<file path="config.mk">
export PLATFORM = sky130hd
export DESIGN_NAME = bus_interconnect
export DESIGN_NICKNAME = d
export VERILOG_FILES = /design/src/rtl/bus_ic_pkg.sv /design/src/rtl/bus_interconnect_arb.sv /design/src/rtl/bus_interconnect.sv
export SDC_FILE = /design/constraint.sdc
export NUM_CORES = 1
export LEC_CHECK = 0
export BUFFER_PORTS_ARGS = -buffer_cell sky130_fd_sc_hd__buf_2
export CORE_AREA = 10 10 154 156
export DETAILED_ROUTE_END_ITERATION = 7
export DIE_AREA = 0 0 164 166
export PLACE_DENSITY_LB_ADDON = 0.3
export SYNTH_ARGS = -nofsm -noshare
export SYNTH_HDL_FRONTEND = slang
export SYNTH_SLANG_ARGS = --single-unit
export TNS_END_PERCENT = 100
</file>
<file path="constraint.sdc">
create_clock -name clk -period 3.3 [get_ports clk]
set_input_delay 0.99 -clock clk [delete_from_list [all_inputs] [get_ports clk]]
set_output_delay 0.99 -clock clk [all_outputs]
set_load 0.1 [all_outputs]
</file>
<file path="src/rtl/bus_ic_pkg.sv">
// Shared definitions for the shared-bus interconnect: FSM encodings,
// response codes, the chip memory map and a width helper.
package bus_ic_pkg;

   localparam logic [1:0] ST_IDLE = 2'd0;
   localparam logic [1:0] ST_XFER = 2'd1;
   localparam logic [1:0] ST_RESP = 2'd2;

   localparam logic RESP_OK  = 1'b0;
   localparam logic RESP_ERR = 1'b1;

   // Slave 0 (SRAM) in the LSBs, then UART, GPIO, PMU, FLASH.
   localparam logic [5*32-1:0] DEF_SLV_BASE = {
      32'h2000_0000, 32'h1000_2000, 32'h1000_1000,
      32'h1000_0000, 32'h0000_0000
   };
   localparam logic [5*32-1:0] DEF_SLV_MASK = {
      32'hFF00_0000, 32'hFFFF_FFF0, 32'hFFFF_FFF0,
      32'hFFFF_FFF0, 32'hFFF0_0000
   };

   function automatic int clog2(input int n);
      int r;
      r = 0;
      for (int i = 0; i < 31; i++) begin
         if ((1 << i) < n) r = i + 1;
      end
      return r;
   endfunction

endpackage

</file>
<file path="src/rtl/bus_interconnect_arb.sv">
// Combinational round-robin arbiter with a lock override that lets
// the previous owner keep the bus while it still requests.
module rr_arbiter
   import bus_ic_pkg::*;
#(
   parameter int N  = 2,
   parameter int IW = 1
) (
   input  logic [N-1:0]  req_i,
   input  logic [IW-1:0] ptr_i,
   input  logic          lock_hold_i,
   input  logic [IW-1:0] lock_idx_i,
   output logic [N-1:0]  gnt_o,
   output logic [IW-1:0] idx_o,
   output logic          valid_o
);

   always_comb begin
      logic [IW-1:0] j;
      j = '0;
      idx_o = '0;
      // Walk from the farthest slot back so the nearest requester wins.
      for (int k = N; k >= 1; k--) begin
         j = IW'((int'(ptr_i) + k) % N);
         if (req_i[j]) idx_o = j;
      end
      if (lock_hold_i && req_i[lock_idx_i]) idx_o = lock_idx_i;
      valid_o = |req_i;
      gnt_o = '0;
      gnt_o[idx_o] = valid_o;
   end

endmodule

</file>
<file path="src/rtl/bus_interconnect.sv">
// N-master / M-slave shared bus: round-robin grant with lock, base/mask
// decode, slave wait states and decode-miss / timeout error responses.
module bus_interconnect
   import bus_ic_pkg::*;
#(
   parameter int N_MASTERS = 2,
   parameter int N_SLAVES  = 5,
   parameter int AW        = 32,
   parameter int DW        = 32,
   parameter logic [N_SLAVES*AW-1:0] SLV_BASE = DEF_SLV_BASE,
   parameter logic [N_SLAVES*AW-1:0] SLV_MASK = DEF_SLV_MASK,
   parameter int TIMEOUT   = 255
) (
   input  logic                        clk,
   input  logic                        rst_n,
   input  logic [N_MASTERS-1:0]        m_req,
   input  logic [N_MASTERS-1:0]        m_lock,
   input  logic [N_MASTERS-1:0]        m_we,
   input  logic [N_MASTERS*AW-1:0]     m_addr,
   input  logic [N_MASTERS*DW-1:0]     m_wdata,
   input  logic [N_MASTERS*DW/8-1:0]   m_be,
   output logic [DW-1:0]               m_rdata,
   output logic [N_MASTERS-1:0]        m_ready,
   output logic                        m_err,
   output logic [N_SLAVES-1:0]         s_sel,
   output logic                        s_we,
   output logic [AW-1:0]               s_addr,
   output logic [DW-1:0]               s_wdata,
   output logic [DW/8-1:0]             s_be,
   input  logic [N_SLAVES*DW-1:0]      s_rdata,
   input  logic [N_SLAVES-1:0]         s_ready,
   output logic [clog2(N_MASTERS)-1:0] owner,
   output logic                        busy
);

   localparam int IW = clog2(N_MASTERS);
   localparam int BW = DW / 8;

   logic [1:0]          state_q, state_d;
   logic [IW-1:0]       owner_q, ptr_q;
   logic [15:0]         cnt_q;
   logic                lock_q;
   logic [N_SLAVES-1:0] sel_q;
   logic                we_q;
   logic [AW-1:0]       addr_q;
   logic [DW-1:0]       wdata_q, rdata_q;
   logic [BW-1:0]       be_q;
   logic                err_q;

   logic [N_MASTERS-1:0] gnt;
   logic [IW-1:0]        gidx;
   logic                 gnt_vld;
   logic [AW-1:0]        g_addr;
   logic [DW-1:0]        g_wdata;
   logic [BW-1:0]        g_be;
   logic                 g_we;
   logic [N_SLAVES-1:0]  dec_sel;
   logic                 dec_hit;
   logic                 slv_rdy, tmo;
   logic [DW-1:0]        sel_rdata;

   rr_arbiter #(.N(N_MASTERS), .IW(IW)) u_arb (
      .req_i       (m_req),
      .ptr_i       (ptr_q),
      .lock_hold_i (lock_q && (state_q == ST_IDLE)),
      .lock_idx_i  (owner_q),
      .gnt_o       (gnt),
      .idx_o       (gidx),
      .valid_o     (gnt_vld)
   );

   always_comb begin
      g_addr = '0;
      g_wdata = '0;
      g_be = '0;
      g_we = 1'b0;
      for (int i = 0; i < N_MASTERS; i++) begin
         if (gnt[i]) begin
            g_addr  = m_addr[i*AW +: AW];
            g_wdata = m_wdata[i*DW +: DW];
            g_be    = m_be[i*BW +: BW];
            g_we    = m_we[i];
         end
      end
   end

   // Scan downwards so the lowest matching slave index wins on overlap.
   always_comb begin
      dec_sel = '0;
      for (int i = N_SLAVES - 1; i >= 0; i--) begin
         if ((g_addr & SLV_MASK[i*AW +: AW]) == SLV_BASE[i*AW +: AW]) begin
            dec_sel = '0;
            dec_sel[i] = 1'b1;
         end
      end
      dec_hit = |dec_sel;
   end

   always_comb begin
      sel_rdata = '0;
      for (int i = 0; i < N_SLAVES; i++) begin
         if (sel_q[i]) sel_rdata |= s_rdata[i*DW +: DW];
      end
      slv_rdy = |(sel_q & s_ready);
      tmo = (cnt_q == 16'(TIMEOUT - 1));
   end

   always_comb begin
      state_d = state_q;
      unique case (state_q)
         ST_IDLE: if (gnt_vld) state_d = dec_hit ? ST_XFER : ST_RESP;
         ST_XFER: if (slv_rdy || tmo) state_d = ST_RESP;
         default: state_d = ST_IDLE;
      endcase
   end

   always_ff @(posedge clk or negedge rst_n) begin
      if (!rst_n) begin
         state_q <= ST_IDLE;
         owner_q <= '0;
         ptr_q   <= IW'(N_MASTERS - 1);
         cnt_q   <= '0;
         lock_q  <= 1'b0;
         sel_q   <= '0;
         we_q    <= 1'b0;
         addr_q  <= '0;
         wdata_q <= '0;
         be_q    <= '0;
         rdata_q <= '0;
         err_q   <= RESP_OK;
      end else begin
         state_q <= state_d;
         lock_q  <= (state_q == ST_RESP) && m_lock[owner_q];
         unique case (state_q)
            ST_IDLE: begin
               if (gnt_vld) begin
                  owner_q <= gidx;
                  ptr_q   <= gidx;
                  addr_q  <= g_addr;
                  wdata_q <= g_wdata;
                  be_q    <= g_be;
                  we_q    <= g_we & dec_hit;
                  sel_q   <= dec_sel;
                  cnt_q   <= '0;
                  if (!dec_hit) begin
                     err_q   <= RESP_ERR;
                     rdata_q <= '0;
                  end
               end
            end
            ST_XFER: begin
               cnt_q <= cnt_q + 16'd1;
               if (slv_rdy || tmo) begin
                  sel_q   <= '0;
                  we_q    <= 1'b0;
                  err_q   <= slv_rdy ? RESP_OK : RESP_ERR;
                  rdata_q <= (slv_rdy && !we_q) ? sel_rdata : '0;
               end
            end
            default: cnt_q <= '0;
         endcase
      end
   end

   always_comb begin
      m_ready = '0;
      for (int i = 0; i < N_MASTERS; i++) begin
         m_ready[i] = (state_q == ST_RESP) && (owner_q == IW'(i));
      end
   end

   assign m_rdata = rdata_q;
   assign m_err   = err_q;
   assign s_sel   = sel_q;
   assign s_we    = we_q;
   assign s_addr  = addr_q;
   assign s_wdata = wdata_q;
   assign s_be    = be_q;
   assign owner   = owner_q;
   assign busy    = (state_q != ST_IDLE);

endmodule

</file>
# Word level (Yosys, flattened, before mapping)

Cells that the tools add are included.

$add $sub $neg: 3
Order comparisons: 5
Eq/ne operators: 10
Multiplexer cells: 53
Bitwise operators: 8
Reductions and logical operators: 20

Operator list:

| cell                                                | count |
|---|---|
| 2-to-1 mux 32 bit                                   | 13 |
| OR 32 bit                                           | 4 |
| == test 28 x 25 -> 1 bit (second input constant)    | 3 |
| case mux 32 bit (2 select lines)                    | 1 |
| 2-to-1 mux 5 bit                                    | 7 |
| zero test 32 bit                                    | 1 |
| case mux 16 bit (2 select lines)                    | 1 |
| 2-to-1 mux 1 bit                                    | 20 |
| adder 16 x 1 -> 16 bit (second input constant)      | 1 |
| == test 16 x 8 -> 1 bit (second input constant)     | 1 |
| 2-to-1 mux 16 bit                                   | 1 |
| case mux 5 bit (2 select lines)                     | 1 |
| OR reduction 5 bit                                  | 2 |
| == test 8 x 6 -> 1 bit (second input constant)      | 1 |
| < comparator 1 x 2 -> 1 bit (second input constant) | 4 |
| 2-to-1 mux 4 bit                                    | 2 |
| logical AND 1 bit                                   | 7 |
| 2-to-1 mux 2 bit                                    | 3 |
| inequality test 2 bit (second input constant)       | 3 |
| AND 5 bit                                           | 1 |
| case mux 1 bit (2 select lines)                     | 2 |
| case mux 2 bit (2 select lines)                     | 1 |
| AND reduction 2 bit                                 | 2 |
| AND reduction 4 bit                                 | 1 |
| other kinds (14)                                    | 16 |

Flip-flop bits (word level): 128
Output and inout bits: 111
Logic and storage cells: 111

# Longest topological paths before layout

Depth after elaboration: 23
Depth in mapped cells: 11

# Hierarchy

Synthesis repeated with hierarchy kept, for this count alone.

Cell total of the unflattened synthesis: 699
Area total of the unflattened synthesis: 6536.3 µm²

Modules (own cells, without submodules):

| module           | times used | cells an instance | area each (µm²) | seq. area each (µm²) |
|---|---|---|---|---|
| bus_interconnect | 1          | 690               | 6480.0          | 3204.3 |
| rr_arbiter       | 1          | 9                 | 56.3            | 0.0 |

# Worst setup path before layout

No wires, ideal clock.

Kind: register to output
Start: register owner_q, in the netlist owner
End: output port m_ready[0]
Arrival: 3.165 ns
Data required time: 2.310 ns
Path slack: -0.855 ns
Stages on the path, launching flop included: 2
Cells stage by stage: dfrtp_1 -> nor3b_1

Cells in the longest elaborated chain, start to end: 2

Ends and longest elaborated chain:

| what                   | RTL line                | text |
|---|---|---|
| from (decl)            | bus_interconnect.sv:40  | `logic [IW-1:0] owner_q, ptr_q;` |
| from (signal assigned) | bus_interconnect.sv:137 | `owner_q <= gidx;` |
| inverter 1 bit         | bus_interconnect.sv:168 | `m_ready[i] = (state_q == ST_RESP) && (owner_q == IW'(i));` |
| logical AND 1 bit      | bus_interconnect.sv:168 |  |
| to (decl)              | bus_interconnect.sv:23  | `output logic [N_MASTERS-1:0] m_ready,` |

Every way passes these cells.

# Final worst setup path

Start: input port m_addr[56]
End: register rdata_q[25], in the netlist m_rdata[25]

Cells in the longest elaborated chain, start to end: 10
Elaborated cells between the ends (all ways): 14

Ends and longest elaborated chain:

| what                                       | RTL line                | text |
|---|---|---|
| from (decl)                                | bus_interconnect.sv:19  | `input logic [N_MASTERS*AW-1:0] m_addr,` |
| 2-to-1 mux 32 bit (*)                      | bus_interconnect.sv:78  | `if (gnt[i]) begin` |
| == test 8 x 6 -> 1 bit                     | bus_interconnect.sv:91  | `if ((g_addr & SLV_MASK[i*AW +: AW]) == SLV_BASE[i*AW +: AW]) begin` |
| 2-to-1 mux 5 bit (4 in a row)              | bus_interconnect.sv:91  |  |
| 2-to-1 mux 5 bit (*)                       | bus_interconnect.sv:91  |  |
| OR reduction 5 bit (*)                     | bus_interconnect.sv:96  | `dec_hit = \|dec_sel;` |
| inequality test 2 bit (no source line) (*) | n/a                     |  |
| AND reduction 4 bit (no source line) (*)   | n/a                     |  |
| to (signal assigned)                       | bus_interconnect.sv:157 | `rdata_q <= (slv_rdy && !we_q) ? sel_rdata : '0;` |
| to (decl)                                  | bus_interconnect.sv:46  | `logic [DW-1:0] wdata_q, rdata_q;` |

Mark *: on every way between the ends. The rest lies on a longest branch, timed or not.
A chain may end at the register's enable or synchronous reset.

==> results.json <==
{
  "rows": 53,
  "post-dp-hpwl_um": 23400,
  "grt_pass1_vias": 7693,
  "synthXorXnorAreaFrac_pct": 0,
  "synth-main-ff-cell": "dfrtp_1",
  "cp_top_family": "compound AO/OA/AOI/OAI gates",
  "syn_area_sq_um": 6670,
  "yosys.cell_types.count": 50,
  "gp_congestion": 0.961,
  "finalClockSkew_ns": 0.0132,
  "grt_use_total_pct": 20.3,
  "drive_gt1_share_pct": 42.8,
  "maxSlewViolCount": 0,
  "layout.nets": 1441,
  "ctsResizeCount": 0,
  "pin_count": 420,
  "synthMuxAreaShare_pct": 0.300,
  "post_cts_buffers": 0,
  "synth-warning-count": 0,
  "synthArstFlopShare_pct": 100,
  "ir_drop_v": 0.000850,
  "rsz0062_at_grt": "no",
  "start_kind": "input port",
  "worst-setup-path-type": "in2reg",
  "fmax_ghz": 0.342,
  "p_comb_share_pct": 59.0,
  "grt_max_degree": 75,
  "n_fill_cell": 2035,
  "syn2layout_area_growth_pct": 44.7,
  "final_hold_viol_count": 0,
  "postRouteAntennaNets": 0,
  "holdBufCountCts": 0,
  "syn_inst": 729,
  "pwr-share-seq_pct": 23.1,
  "overflow": 0,
  "hold_slack_ns": 0.467,
  "cts_tree": "done",
  "coreArea_sq_um": 20700,
  "synth_top_family_by_area": "compound AO/OA/AOI/OAI gates",
  "crit_required_ns": 3.65,
  "chipWidth_um": 164,
  "seq_area_sq_um": 3200,
  "clock_latency_ns": 0.42,
  "synth_edf_count": 0,
  "clockBufferDepth": 2,
  "cp-end-kind": "register",
  "yosysSeqAreaShare_pct": 48.0,
  "p_int_mw": 4.18,
  "cts_root_buf": "clkbuf_16",
  "antenna_found_initial": 4,
  "worst_pin_slew_ns": 0.794,
  "swShare_pct": 58.2,
  "start_util_pct": 32.2,
  "slew_headroom_pct": 47.0,
  "wirelength_um": 29400,
  "htree_levels": 4,
  "final-setup-viol-count": 0,
  "path_max_fanout": 34,
  "crit_chain": "buf_2, or4_1, or3_1, a2111o_1, a2111oi_2, a211o_1, buf_12, a21o_1",
  "path_buf_inv": 2,
  "die_height_um": 166,
  "fin_total_pwr_mw": 10.0,
  "drc": 0,
  "wire_per_inst_um": 20.7,
  "period_needed_ns": 2.93,
  "crit_slowest_cell": "or4_1",
  "synth-simple-area-share_pct": 15.0,
  "cap_violations": 0,
  "viasPerCell": 5.33,
  "port_buffers": 419,
  "max_stage_delay_ns": 0.55,
  "final_cell_mix": "418 x buf_2, 127 x dfrtp_1, 89 x nand2_1, 80 x nor2_1, 41 x a21oi_1",
  "dieArea_sq_um": 27200,
  "drt_first_pass_iters": 5,
  "clk_pin_slew_ns": 0.06,
  "outcome": "completed",
  "vias": 7552,
  "syn-num-nets": 1040,
  "drt-initial-drc-count": 711,
  "p_per_area_nw_per_um2": 1040,
  "multi_input_area_sq_um": 3190,
  "clockPowerShare_pct": 17.9,
  "power_switching_mw": 5.83,
  "synth_fa_ha_area_share_pct": 0.375,
  "hold_class": "reg2reg",
  "finalCritPeriodShare_pct": 88.6,
  "cts_inserted_buffers": 17,
  "synth_seq_cells": 128,
  "grt_pass1_wl_um": 43900,
  "final_common_cell": "buf_2",
  "p_leak_nw": 4.85,
  "avgSynthCellArea_sq_um": 9.15,
  "synth_compound_area_share_pct": 31.9,
  "arrival_ns": 3.27,
  "cts_sinks": 128
}
[through the flow]
stage | setup TNS, ns | cell area, sq um | utilization (%) | setup WS (ns) | instances
floorplan | 0 | 6680 | - | 0.144 | 729
global placement | -1.14 | 9080 | 43.9 | -0.0543 | 1386
detailed placement | -0.815 | 9080 | 43.9 | -0.0386 | 1386
CTS | 0 | 9650 | 46.6 | 0.380 | 1416
global route | 0 | 9650 | 46.6 | 0.306 | 1417
finish | 0 | 9650 | 46.6 | 0.375 | 1418
[path summary, 6_finish.rpt]
path                            startpoint          end  slack, ns  depth (start not counted)
worst min register to register       ptr_q        ptr_q       0.47                          2
worst max register to register    cnt_q[0]  m_rdata[25]       0.59                          9
max in group asynchronous            rst_n        ptr_q       2.00                          2
worst max-delay path            m_addr[56]  m_rdata[25]       0.37                          8
worst min-delay path                 ptr_q        ptr_q       0.47                          2
min in group asynchronous            rst_n  m_rdata[14]       0.50                          1
[layer usage]
layer / share of wire [%] / global-route usage [%]
met5: 0.058 / 0
met4: 1.1 / 4.20
met3: 10 / 7.91
met2: 50 / 34.9
met1: 39 / 23.3
[Yosys cell counts, types with 8 or more instances]
cell type  number  area [sq um]
clkbuf_1       54           203
a222oi_1       33           330
a21o_1         35           263
a211oi_1       38           285
nand2_1        90           338
nor2_1         82           308
nor4_1         10          62.6
dfrtp_1       127          3180
o21ai_0        29           145
o22ai_1        38           238
a31oi_1        35           219
a21oi_1        41           205
a22oi_1        33           248
nand3_1         8          40.0
[registers in the layout, indices dropped and copies added (netlist names)]
name	cells
ptr_q	1
s_sel	5
state_q	2
s_be	4
m_err	1
m_rdata	32
s_wdata	32
lock_q	1
owner	1
s_addr	32
s_we	1
cnt_q	16
[cell type report]
type / count / share of cell area (%)
Clock inverter: 11 / 1.11
Timing Repair Buffer: 444 / 24.1
Clock buffer: 19 / 4.69
Inverter: 6 / 0.233
Multi-Input combinational cell: 533 / 33.0
Antenna cell: 2 / 0.0519
Tap cell: 275 / 3.57
Sequential cell: 128 / 33.2
[worst register-to-register path, cell delays in order (launching register included)]
cell     delay, ns
dfrtp_1       0.41
inv_1         0.07
ha_1          0.14
or4b_1        0.43
nor3_1        0.18
a31oi_1       0.15
or3_1         0.48
a211o_1       0.35
buf_12        0.18
a21o_1        0.21
[cells by family after synthesis]
logic type	count (synthesis)
DFF	128
and+or+nand+nor	226
adders and majority gates	2
muxes	2
AOI/OAI and AO/OA	303
buffers and inverters	68
[power by group through the flow]
stage	combinational [mW]	sequential [mW]	clock [mW]
final	5.91	2.31	1.79
after global routing	6.19	2.38	1.92
after CTS	5.96	2.32	1.84
after detailed placement	5.98	2.32	0
after global placement	5.93	2.32	0
after floorplan	1.54	5.49	0
No activity file was read; power rests on OpenSTA's default activity.
